### config.mk
export PLATFORM = sky130hd
export DESIGN_NAME = y86_instr_writer
export DESIGN_NICKNAME = d
export VERILOG_FILES = /design/src/rtl/y86_instr_writer.sv
export SDC_FILE = /design/constraint.sdc
export NUM_CORES = 1
export LEC_CHECK = 0
export CORE_UTILIZATION = 42
export DETAILED_ROUTE_END_ITERATION = 12
export GPL_ROUTABILITY_DRIVEN = 0
export PLACE_DENSITY = 0.67
export RECOVER_POWER = 50
export SLEW_MARGIN = 0
export SYNTH_ARGS = -nofsm -noshare
export SYNTH_HDL_FRONTEND = slang
export SYNTH_SLANG_ARGS = --single-unit
### constraint.sdc
create_clock -name clk -period 3.04 [get_ports clk]
set_input_delay 0.456 -clock clk [delete_from_list [all_inputs] [get_ports clk]]
set_output_delay 0.456 -clock clk [all_outputs]
set_load 0.01 [all_outputs]
### src/rtl/y86_instr_writer.sv
// Byte-serial Y86-64 instruction encoder: takes one decoded instruction per
// handshake and writes its fetch-compatible byte image into instruction memory.
module y86_instr_writer #(
    parameter int ADDR_W    = 10,
    parameter int MEM_BYTES = 1024
) (
    input  logic              clk,
    input  logic              reset,
    input  logic              set_base,
    input  logic [ADDR_W-1:0] base_addr,
    input  logic              in_valid,
    output logic              in_ready,
    input  logic [3:0]        icode,
    input  logic [3:0]        ifun,
    input  logic [3:0]        rA,
    input  logic [3:0]        rB,
    input  logic [63:0]       valC,
    output logic              mem_we,
    output logic [ADDR_W-1:0] mem_addr,
    output logic [7:0]        mem_wdata,
    output logic [ADDR_W-1:0] wptr,
    output logic [15:0]       instr_count,
    output logic              err_ill,
    output logic              err_ovf
);

    typedef enum logic {
        ST_IDLE = 1'b0,
        ST_EMIT = 1'b1
    } state_t;

    localparam logic [ADDR_W:0] MEM_LIMIT = (ADDR_W+1)'(MEM_BYTES);

    // Encoded length in bytes; zero marks an icode the processor cannot decode.
    function automatic logic [3:0] instr_len(input logic [3:0] ic);
        logic [3:0] len;
        case (ic)
            4'h0, 4'h1, 4'h9:       len = 4'd1;
            4'h2, 4'h6, 4'hA, 4'hB: len = 4'd2;
            4'h7, 4'h8:             len = 4'd9;
            4'h3, 4'h4, 4'h5:       len = 4'd10;
            default:                len = 4'd0;
        endcase
        return len;
    endfunction

    // k = 0 selects the most significant byte of valC.
    function automatic logic [7:0] valc_byte(input logic [63:0] v, input logic [2:0] k);
        logic [63:0] shifted;
        shifted = v << {k, 3'b000};
        return shifted[63:56];
    endfunction

    function automatic logic [7:0] enc_byte(
        input logic [3:0]  ic,
        input logic [3:0]  fn,
        input logic [3:0]  ra,
        input logic [3:0]  rb,
        input logic [63:0] v,
        input logic [3:0]  len,
        input logic [3:0]  idx
    );
        logic [7:0] res;
        if (idx == 4'd0) begin
            res = {ic, fn};
        end else if ((len == 4'd2) || ((len == 4'd10) && (idx == 4'd1))) begin
            res = {ra, rb};
        end else if (len == 4'd10) begin
            res = valc_byte(v, 3'(idx - 4'd2));
        end else if (len == 4'd9) begin
            res = valc_byte(v, 3'(idx - 4'd1));
        end else begin
            res = 8'h00;
        end
        return res;
    endfunction

    state_t            state_q, state_d;
    logic [3:0]        icode_q, icode_d;
    logic [3:0]        ifun_q, ifun_d;
    logic [3:0]        ra_q, ra_d;
    logic [3:0]        rb_q, rb_d;
    logic [63:0]       valc_q, valc_d;
    logic [3:0]        len_q, len_d;
    logic [3:0]        idx_q, idx_d;
    logic [ADDR_W-1:0] wptr_q, wptr_d;
    logic [15:0]       count_q, count_d;
    logic              ill_q, ill_d;
    logic              ovf_q, ovf_d;
    logic              mem_we_q, mem_we_d;
    logic [ADDR_W-1:0] mem_addr_q, mem_addr_d;
    logic [7:0]        mem_wdata_q, mem_wdata_d;

    logic [3:0]        offer_len_s;
    logic [ADDR_W:0]   offer_end_s;

    assign in_ready    = (state_q == ST_IDLE) && !set_base;
    assign offer_len_s = instr_len(icode);
    // One bit wider than the pointer so an instruction ending exactly at MEM_BYTES still fits.
    assign offer_end_s = {1'b0, wptr_q} + (ADDR_W+1)'(offer_len_s);

    // Next-state logic for the IDLE/EMIT sequencer, pointer, counters and strobe.
    always_comb begin
        state_d     = state_q;
        icode_d     = icode_q;
        ifun_d      = ifun_q;
        ra_d        = ra_q;
        rb_d        = rb_q;
        valc_d      = valc_q;
        len_d       = len_q;
        idx_d       = idx_q;
        wptr_d      = wptr_q;
        count_d     = count_q;
        ill_d       = ill_q;
        ovf_d       = ovf_q;
        mem_we_d    = 1'b0;
        mem_addr_d  = mem_addr_q;
        mem_wdata_d = mem_wdata_q;
        case (state_q)
            ST_IDLE: begin
                if (set_base) begin
                    wptr_d = base_addr;
                    ill_d  = 1'b0;
                    ovf_d  = 1'b0;
                end else if (in_valid) begin
                    if (offer_len_s == 4'd0) begin
                        ill_d = 1'b1;
                    end else if (offer_end_s > MEM_LIMIT) begin
                        ovf_d = 1'b1;
                    end else begin
                        icode_d = icode;
                        ifun_d  = ifun;
                        ra_d    = rA;
                        rb_d    = rB;
                        valc_d  = valC;
                        len_d   = offer_len_s;
                        idx_d   = 4'd0;
                        state_d = ST_EMIT;
                    end
                end else begin
                    state_d = ST_IDLE;
                end
            end
            ST_EMIT: begin
                mem_we_d    = 1'b1;
                mem_addr_d  = wptr_q;
                mem_wdata_d = enc_byte(icode_q, ifun_q, ra_q, rb_q, valc_q, len_q, idx_q);
                wptr_d      = wptr_q + ADDR_W'(1);
                idx_d       = idx_q + 4'd1;
                if (idx_q == (len_q - 4'd1)) begin
                    count_d = count_q + 16'd1;
                    state_d = ST_IDLE;
                end else begin
                    state_d = ST_EMIT;
                end
            end
            default: begin
                state_d = ST_IDLE;
            end
        endcase
    end

    // State and output registers with synchronous reset.
    always_ff @(posedge clk) begin
        if (reset) begin
            state_q     <= ST_IDLE;
            icode_q     <= 4'h0;
            ifun_q      <= 4'h0;
            ra_q        <= 4'h0;
            rb_q        <= 4'h0;
            valc_q      <= 64'h0;
            len_q       <= 4'd0;
            idx_q       <= 4'd0;
            wptr_q      <= '0;
            count_q     <= 16'd0;
            ill_q       <= 1'b0;
            ovf_q       <= 1'b0;
            mem_we_q    <= 1'b0;
            mem_addr_q  <= '0;
            mem_wdata_q <= 8'h00;
        end else begin
            state_q     <= state_d;
            icode_q     <= icode_d;
            ifun_q      <= ifun_d;
            ra_q        <= ra_d;
            rb_q        <= rb_d;
            valc_q      <= valc_d;
            len_q       <= len_d;
            idx_q       <= idx_d;
            wptr_q      <= wptr_d;
            count_q     <= count_d;
            ill_q       <= ill_d;
            ovf_q       <= ovf_d;
            mem_we_q    <= mem_we_d;
            mem_addr_q  <= mem_addr_d;
            mem_wdata_q <= mem_wdata_d;
        end
    end

    assign mem_we      = mem_we_q;
    assign mem_addr    = mem_addr_q;
    assign mem_wdata   = mem_wdata_q;
    assign wptr        = wptr_q;
    assign instr_count = count_q;
    assign err_ill     = ill_q;
    assign err_ovf     = ovf_q;

endmodule

# Word-level counts from Yosys, hierarchy flattened
# Memories as Yosys holds them, arrays and structs flattened.
# Cells that the tools add are included.
[word_totals] ff_bits=136 in_bits=94 out_inout_bits=48 memories=1 word_cells=80 rom_bits=48
[mem_list] memory="(name not given)" depth=16 word_bits=3 read_ports=1 rd_clocked_by_memory_dff=0 write_ports=0 line_no="37" rtl="case (ic)"
[op_classes] mux=25 shifts=2 bitwise_logic=4 n_lt_le_gt_ge=1 n_eq_ne=11 n_addsub=7 reduce_logical=14
[op_table] operator="64-bit by 6-bit left shift with 64-bit output" n=2
[op_table] operator="8-bit two-way mux" n=4
[op_table] operator="10-bit one-hot mux with 2 select lines" n=1
[op_table] operator="16-bit by 1-bit adder with 16-bit output (second input constant)" n=1
[op_table] operator="4-bit two-way mux" n=4
[op_table] operator="1-bit two-way mux" n=13
[op_table] operator="2-bit != test (second input constant)" n=6
[op_table] operator="10-bit by 4-bit adder with 11-bit output" n=1
[op_table] operator="11-bit > comparator (second input constant)" n=1
[op_table] operator="10-bit by 1-bit adder with 10-bit output (second input constant)" n=1
[op_table] operator="10-bit two-way mux" n=1
[op_table] operator="4-bit equality test (second input constant)" n=2
[op_table] operator="4-bit zero test" n=2
[op_table] operator="4-bit one-hot mux with 2 select lines" n=1
[op_table] operator="4-bit AND reduction" n=2
[op_table] operator="2-bit nonzero test" n=3
[op_table] operator="5-bit AND reduction" n=1
[op_table] operator="4-bit by 1-bit adder with 4-bit output (second input constant)" n=1
[op_table] operator="4-bit by 1-bit equality test with 1-bit output (second input constant)" n=1
[op_table] operator="4-bit by 2-bit equality test with 1-bit output (second input constant)" n=1
[op_table] operator="4-bit equality test" n=1
[op_table] operator="1-bit inverter" n=4
[op_table] operator="4-bit by 1-bit subtractor with 4-bit output (second input constant)" n=1
[op_table] operator="3-bit AND reduction" n=1
[op_table] operator="7 further kinds" n=8

# Logic depth before layout (Yosys ltp)
# Gate-level depths: netlist of the first run.
# An unclocked memory read counts as a cell.
[depth] depth_word=8 depth_mapped=13 mapped_depth_nobuf=10

# Worst setup path before layout of the first run
# No wires, ideal clock.
[synth_timing] kind="input to register" startpoint="input icode[2]" endpoint="register valc_q[37]" path_buffers=3 t_arrival_ps=2781 slack_ps=189 cell_stages=12 setup_ps=70 required_time_ps=2970 path_cell_list="clkbuf_1 or4b_2 o21ai_0 ha_1 a31oi_1 nor4_2 inv_2 a31oi_2 buf_4 buf_4 o21ai_1 a21oi_1"
[synth_between] elab_chain_cells=5 elab_cells_between_ends=7 cone_classes="add/sub: 1; order compare: 1; bitwise: 2; reduce/logical: 2; memory: 1"
[synth_rtl] element="start: declaration" line_no="13" rtl="input logic [3:0] icode,"
[synth_rtl] element="memory 16 x 3 bit (*)"
[synth_rtl] element="via offer_len_s[3]" line_no="94" rtl="logic [3:0] offer_len_s;"
[synth_rtl] element="10-bit by 4-bit adder with 11-bit output" line_no="100" rtl="assign offer_end_s = {1'b0, wptr_q} + (ADDR_W+1)'(offer_len_s);"
[synth_rtl] element="11-bit > comparator" line_no="128" rtl="end else if (offer_end_s > MEM_LIMIT) begin"
[synth_rtl] element="1-bit inverter (no line)"
[synth_rtl] element="5-bit AND reduction (no line) (*)"
[synth_rtl] element="end signal: assignment" line_no="187" rtl="valc_q <= valc_d;"
[synth_rtl] element="end: declaration" line_no="83" rtl="logic [63:0] valc_q, valc_d;"
# The timed path passes the listed nets; every way through them passes the cells marked *.
# A chain may end at the register's enable or synchronous reset.

# Worst setup path after layout of the first run
[layout_timing] startpoint="input icode[2]" endpoint="register valc_q[46]"
# Same word-level chain as after synthesis.

==> flow_metrics.py, run 1 <==
metrics = {
    "global_routing": {
        "overall_global_routing_resource_usage": 0.231,
        "grtUsageMet1": 0.339,
        "antenna_found_initial": 0,
        "pin_count_of_the_biggest_net_entering_global_routing": 83,
        "grt_first_pass_wirelength_mm": 32.2,
        "global_route.usage.met2": 0.339,
        "grt_remaining_overflow": 0,
        "top_usage_layer": "met1",
        "via_count_of_the_first_global_routing_pass": 6048,
        "grt_util_met3": 0.0437,
    },
    "power_and_ir_drop": {
        "p_sw_mw": 1.20,
        "power.ir.vdd_worst_mv": 0.425,
        "p_sw_frac": 0.257,
        "seqPwrFrac": 0.412,
        "total_leakage_power_nw": 3.45,
        "power_frac_comb": 0.146,
        "power_per_cell_area_nw_per_um2": 488,
        "share_clk_of_total_power": 0.441,
        "intPower_mw": 3.47,
    },
    "drt": {
        "ant_nets": 0,
        "final_routed_wire_length_divided_by_cell_count_um": 17.0,
        "drt_first_pass_iters": 5,
        "route.vias.total": 6633,
        "drc": 0,
        "final_wirelength_mm": 19.9,
        "first_iter_violations": 624,
        "vias_per_cell": 5.68,
    },
    "timing": {
        "relSlewSlack": 0.335,
        "skew_ns": 0.00943,
        "slew_limit_fails": 0,
        "setup_total_negative_slack_ns": 0,
        "hold_violations": 0,
        "timing.fmax_mhz": 349,
        "period_share": 0.942,
        "tightestPinTransition_ns": 0.997,
        "finalCriticalPeriod_ns": 2.87,
        "timing.final.setup_violations": 0,
    },
    "synthesis": {
        "synth_fp_nets": 920,
        "netlist_area_um2": 7190,
        "synth_register_bits": 135,
        "avg_inst_size_synth_um2": 8.85,
        "cell_type_contributing_the_most_total_cell_area_after_synthesis": "sky130_fd_sc_hd__dfxtp_1",
        "number_of_synthesized_flops_with_an_enable_pin": 0,
        "seq_area_frac_synth": 0.376,
        "netlist_top_cells_area": "sky130_fd_sc_hd__dfxtp_1, sky130_fd_sc_hd__mux4_2, sky130_fd_sc_hd__a21oi_1, sky130_fd_sc_hd__nand3_1, sky130_fd_sc_hd__mux2i_1",
        "ys_dominant_reg_cell": "sky130_fd_sc_hd__dfxtp_1",
        "synth_top_area_share": 0.376,
        "synth_cell_types": 61,
        "yosysWarnings": 0,
        "postSynthCellCount": 813,
        "async_reset_ff_frac": 0,
    },
    "run_status": {
        "result_of_the_run": "finished clean",
    },
    "clocking": {
        "cts_tree": "done",
        "worstSkewPairLatency_ns": 0.43,
        "cts.sink_count": 135,
        "ctsHoldBuffers": 0,
        "clk_pin_slew_ns": 0.06,
        "cts_root_buf": "sky130_fd_sc_hd__clkbuf_16",
        "max-clock-path-buffers": 2,
        "htreeDepth": 4,
        "cts-buffers-inserted": 17,
    },
    "setup_path": {
        "worst_r2r_path_depth": 7,
        "cp.arrival_ns": 3.23,
        "cp_data_required_time_ns": 3.40,
        "critical_path.endpoint_type": "flop",
        "worstSetupStartpointType": "input port",
        "worstPathMaxFanout": 19,
        "timing_worst_setup_path_type": "input port to flop",
    },
    "finish": {
        "num_antenna_cells": 0,
        "fillers": 1520,
        "final_cell_area_um2": 9580,
        "fin_cells": 1168,
        "regArea_um2": 2700,
        "multiInputGateArea_um2": 4130,
        "flow.area_growth_from_synthesis_pct": 33.1,
        "final_net_count": 1042,
        "share_of_post_route_cells_with_drive_strength_above_1": 0.124,
    },
    "die": {
        "die_area_um2": 17700,
        "start_util": 0.432,
        "floorplan.die.height_um": 133,
        "die_w_um": 133,
        "placement_rows": 47,
        "core_area_um2": 16600,
        "ioPinCount": 142,
    },
    "hold_path": {
        "worst_hold_path.num_cells": 2,
        "min_path_type": "flop to flop",
    },
    "placed_design": {
        "cell_total_after_placement": 1133,
        "place.detailed.hpwl_mm": 13.6,
        "portbufs": 141,
        "post_dp_cell_area_um2": 8930,
    },
    "run": {
        "drv_cap": 0,
    },
}
==> per-stage QoR <==
stage	util	power (mW)	hold WS (ns)	setup WS, ns
after floorplan	-	2.34	0.450	0.189
after global placement	0.537	2.64	0.467	-0.340
after detailed placement	0.537	2.65	0.470	-0.399
after CTS	0.573	4.71	0.478	0.0172
after global routing	0.575	4.85	0.505	-0.0293
final	0.575	4.68	0.480	0.175
==> registers in the layout (all words and copies together) (netlist names) <==
| signal | flops |
|---|---|
| mem_addr | 10 |
| wptr | 10 |
| valc_q | 64 |
| ra_q | 4 |
| instr_count | 16 |
| rb_q | 4 |
| ifun_q | 4 |
| err_ill | 1 |
| err_ovf | 1 |
| mem_we | 1 |
| mem_wdata | 8 |
| idx_q | 4 |
| icode_q | 4 |
| len_q | 3 |
| state_q | 1 |
==> synthesized netlist by cell type (6+ instances only) <==
| library cell | number |
|---|---|
| sky130_fd_sc_hd__mux4_1 | 6 |
| sky130_fd_sc_hd__mux4_2 | 26 |
| sky130_fd_sc_hd__buf_2 | 21 |
| sky130_fd_sc_hd__o21ai_1 | 59 |
| sky130_fd_sc_hd__ha_1 | 12 |
| sky130_fd_sc_hd__a211oi_1 | 13 |
| sky130_fd_sc_hd__xor2_1 | 18 |
| sky130_fd_sc_hd__mux2i_1 | 34 |
| sky130_fd_sc_hd__buf_4 | 7 |
| sky130_fd_sc_hd__inv_1 | 9 |
| sky130_fd_sc_hd__nor3_1 | 7 |
| sky130_fd_sc_hd__o21ai_0 | 34 |
| sky130_fd_sc_hd__nand2_1 | 25 |
| sky130_fd_sc_hd__nor2_1 | 66 |
| sky130_fd_sc_hd__xnor2_1 | 11 |
| sky130_fd_sc_hd__o22ai_1 | 6 |
| sky130_fd_sc_hd__dfxtp_1 | 135 |
| sky130_fd_sc_hd__a21oi_1 | 98 |
| sky130_fd_sc_hd__nand3_1 | 97 |
| sky130_fd_sc_hd__clkbuf_1 | 45 |
==> kinds of logic after synthesis <==
logic type,after synthesis,synth area share
and+or+nand+nor,239,0.168
xor gates and xnor gates,30,0.0376
muxes,68,0.154
adders and majority gates,13,0.0237
buffers and inverters,90,0.0563
DFF,135,0.376
AOI/OAI and AO/OA,238,0.185
==> worst max-delay path, stage by stage <==
cell,delay (ns)
sky130_fd_sc_hd__clkdlybuf4s50_1,0.53
sky130_fd_sc_hd__buf_6,0.15
sky130_fd_sc_hd__mux2_2,0.38
sky130_fd_sc_hd__ha_1,0.30
sky130_fd_sc_hd__a21oi_2,0.20
sky130_fd_sc_hd__buf_4,0.15
sky130_fd_sc_hd__a211oi_2,0.05
sky130_fd_sc_hd__buf_4,0.15
sky130_fd_sc_hd__a31oi_4,0.26
sky130_fd_sc_hd__buf_12,0.19
sky130_fd_sc_hd__buf_12,0.15
sky130_fd_sc_hd__o21ai_0,0.10
sky130_fd_sc_hd__a21oi_1,0.15
==> layout by cell type, fill, tap and decap left out, types with 13 or more instances in the layout <==
| master | n |
|---|---|
| sky130_fd_sc_hd__mux4_2 | 26 |
| sky130_fd_sc_hd__clkbuf_16 | 18 |
| sky130_fd_sc_hd__mux2i_1 | 33 |
| sky130_fd_sc_hd__dfxtp_1 | 135 |
| sky130_fd_sc_hd__buf_4 | 27 |
| sky130_fd_sc_hd__xor2_1 | 18 |
| sky130_fd_sc_hd__nor2_1 | 66 |
| sky130_fd_sc_hd__o21ai_1 | 58 |
| sky130_fd_sc_hd__nand3_1 | 97 |
| sky130_fd_sc_hd__nand2_1 | 25 |
| sky130_fd_sc_hd__o21ai_0 | 33 |
| sky130_fd_sc_hd__clkdlybuf4s50_1 | 93 |
| sky130_fd_sc_hd__dlygate4sd3_1 | 47 |
| sky130_fd_sc_hd__a211oi_1 | 13 |
| sky130_fd_sc_hd__a21oi_1 | 97 |
==> area by class of cell <==
cell class,count,area share
clock inverter,11,0.0129
clock buffer,21,0.0491
timing repair buffer,182,0.192
multi-input combinational,588,0.431
sequential,135,0.282
tap,220,0.0287
inverter,11,0.00431
==> what timing repair did <==
item                                    in CTS  in global routing
endpoints found under the setup margin       0                 87
resized for setup                            0                 11
buffers inserted                             0                  2
==> power by group through the flow <==
stage | Sequential (mW) | Clock, mW | Combinational, mW
after CTS | 1.93 | 2.10 | 0.686
after detailed placement | 1.97 | 0 | 0.680
after floorplan | 1.93 | 0 | 0.405
after global placement | 1.96 | 0 | 0.677
final | 1.93 | 2.06 | 0.684
after global routing | 1.94 | 2.16 | 0.749
==> per-layer routing <==
layer | wire length, um | vias up | part of all wire
li1 | - | 3232 | -
met1 | 9560 | 3171 | 0.48
met2 | 8870 | 211 | 0.45
met3 | 1220 | 19 | 0.061
met4 | 242 | 0 | 0.012
met5 | 0 | - | 0
==> path summary, 6_finish.rpt <==
check / start / to / slack (ns)
worst max-delay path: icode[2] / valc_q[46] / 0.17
worst min-delay path: icode_q[0] / icode_q[0] / 0.48
worst max register to register: idx_q[0] / instr_count[13] / 0.49
worst min register to register: icode_q[0] / icode_q[0] / 0.48
(Power assumes the default switching activity.)
==> run 2: changes to the inputs <==
--- a/config.mk
+++ b/config.mk
@@ -5,6 +5,7 @@
 export SDC_FILE = /design/constraint.sdc
 export NUM_CORES = 1
 export LEC_CHECK = 0
+export CORE_ASPECT_RATIO = 1.2
 export CORE_UTILIZATION = 42
 export DETAILED_ROUTE_END_ITERATION = 12
 export GPL_ROUTABILITY_DRIVEN = 0
==> flow_metrics.py, run 2 (synthesized netlist as in run 1, its figures left out) <==
metrics = {
    "finish": {
        "number_of_flip_flops_in_the_largest_register": 64,
        "final_net_count": 1044,
        "flow.area_growth_from_synthesis_pct": 32.4,
        "final_cell_area_um2": 9520,
        "final_core_utilization": 0.567,
        "num_antenna_cells": 0,
        "layout_common_cells": "sky130_fd_sc_hd__dfxtp_1, sky130_fd_sc_hd__a21oi_1, sky130_fd_sc_hd__nand3_1",
        "max_flop_register": "valc_q",
        "share_of_post_route_cells_with_drive_strength_above_1": 0.123,
        "layout_commonest_cell": "sky130_fd_sc_hd__dfxtp_1",
    },
    "setup_path": {
        "timing.critical_path.slowest_stage_cell": "sky130_fd_sc_hd__clkdlybuf4s50_1",
        "crit_family": "buffers and inverters",
        "timing_worst_setup_path_type": "input port to flop",
        "cp_data_required_time_ns": 3.38,
        "worstPathMaxFanout": 15,
        "cp_cell_sequence": "clkdlybuf4s50_1, buf_6, mux2_2, ha_1, a21oi_1, buf_4, a211oi_4, buf_4, a31oi_4, buf_12, bufbuf_16, o21ai_2, a21oi_1",
        "worstSetupStartpointType": "input port",
        "crit_path_largest_cell_delay_ns": 0.51,
        "crit_buf_inv": 6,
        "critical_path_depth": 13,
        "critical_path.endpoint_type": "flop",
        "worst_r2r_path_depth": 7,
        "cp.arrival_ns": 3.32,
    },
    "power_and_ir_drop": {
        "share_clk_of_total_power": 0.419,
        "p_sw_frac": 0.271,
        "power_per_cell_area_nw_per_um2": 476,
        "seqPwrFrac": 0.425,
        "p_sw_mw": 1.23,
        "total_leakage_power_nw": 3.43,
        "power_frac_comb": 0.156,
        "power.ir.vdd_worst_mv": 0.430,
        "intPower_mw": 3.30,
    },
    "global_routing": {
        "pin_count_of_the_biggest_net_entering_global_routing": 82,
        "grt_first_pass_wirelength_mm": 32.1,
        "via_count_of_the_first_global_routing_pass": 6195,
        "overall_global_routing_resource_usage": 0.234,
        "antenna_found_initial": 0,
        "grt_remaining_overflow": 0,
    },
    "placed_design": {
        "place.detailed.hpwl_mm": 14.1,
        "post_dp_cell_area_um2": 8870,
        "portbufs": 141,
    },
    "die": {
        "ioPinCount": 142,
        "placement_rows": 52,
        "start_util": 0.429,
        "die_area_um2": 17700,
        "core_area_um2": 16800,
        "die_w_um": 121,
        "floorplan.die.height_um": 145,
    },
    "timing": {
        "whs_ns": 0.482,
        "slew_limit_fails": 0,
        "setup_total_negative_slack_ns": 0,
        "relSlewSlack": 0.314,
        "finalCriticalPeriod_ns": 2.98,
        "skew_ns": 0.0106,
        "hold_violations": 0,
        "timing.fmax_mhz": 336,
        "period_share": 0.979,
        "timing.final.setup_violations": 0,
        "tightestPinTransition_ns": 1.03,
    },
    "clocking": {
        "cts_tree": "done",
        "worstSkewPairLatency_ns": 0.43,
        "cts.sink_count": 135,
        "htreeDepth": 4,
        "clk_pin_slew_ns": 0.06,
        "ctsHoldBuffers": 0,
        "cts_root_buf": "sky130_fd_sc_hd__clkbuf_16",
        "cts-buffers-inserted": 17,
        "max-clock-path-buffers": 2,
    },
    "drt": {
        "drt_first_pass_iters": 7,
        "final_wirelength_mm": 20.5,
        "route.vias.total": 6623,
        "ant_nets": 0,
        "vias_per_cell": 5.68,
        "first_iter_violations": 479,
        "final_routed_wire_length_divided_by_cell_count_um": 17.6,
        "drc": 0,
    },
    "hold_path": {
        "min_path_type": "flop to flop",
        "worst_hold_path.num_cells": 2,
    },
    "run": {
        "drv_cap": 0,
    },
    "run_status": {
        "result_of_the_run": "finished clean",
    },
}
-- run 2: cell types whose count changed in the layout (fill, tap and decap cells not counted), moves of 2 or more --
| cell | change |
|---|---|
| sky130_fd_sc_hd__buf_12 | -4 |
| sky130_fd_sc_hd__clkinv_4 | -2 |
| sky130_fd_sc_hd__bufinv_16 | -2 |
| sky130_fd_sc_hd__clkbuf_1 | +2 |
| sky130_fd_sc_hd__inv_6 | +4 |
| sky130_fd_sc_hd__clkinvlp_4 | +2 |
-- run 2: metal layers --
layer	up-vias	GRT usage	share of wire
met5	-	0	0
met4	0	0.105	0.029
met3	41	0.0419	0.042
met2	223	0.399	0.51
met1	3113	0.285	0.41
li1	3246	-	-
-- run 2: worst min-delay path, stage by stage (launching register included) --
cell	delay [ns]
sky130_fd_sc_hd__dfxtp_1	0.31
sky130_fd_sc_hd__o21ai_1	0.06
sky130_fd_sc_hd__a21oi_1	0.06
-- run 2: path summary, 6_finish.rpt --
kind         startpoint               to  slack (ns)
min reg2reg     rb_q[0]          rb_q[0]        0.48
max            icode[2]          ra_q[2]        0.06
max reg2reg     state_q  instr_count[15]        0.25
min             rb_q[0]          rb_q[0]        0.48
-- run 2: what timing repair did --
item                       CTS  global route
setup endpoints to repair    6            87
pin swaps                    2             2
gates cloned                 1             1
gates resized for setup      2            11
buffers inserted             3             1
-- run 2: final cells by class --
class	instances	area [um2]
clock buffer	19	453
clock inverter	13	96.3
fill	1535	7260
inverter	11	41.3
multi-input combinational	588	4120
sequential	135	2700
tap	216	270
timing repair buffer	184	1840
-- run 2: metrics by stage --
step                      setup WS, ns  instances  total power, mW
after global placement          -0.372       1128             2.65
after global routing           -0.0162       1166             4.71
final                           0.0636       1166             4.53
after detailed placement        -0.464       1128             2.66
after floorplan                  0.189        813             2.34
after CTS                       0.0202       1164             4.56
-- run 2: power by group through the flow --
stage	registers (mW)	logic, mW	clock network [mW]
2_1_floorplan	1.93	0.405	0
3_5_place_dp	1.96	0.695	0
3_3_place_gp	1.96	0.689	0
5_1_grt	1.93	0.764	2.01
6_report	1.92	0.705	1.90
4_1_cts	1.92	0.702	1.94
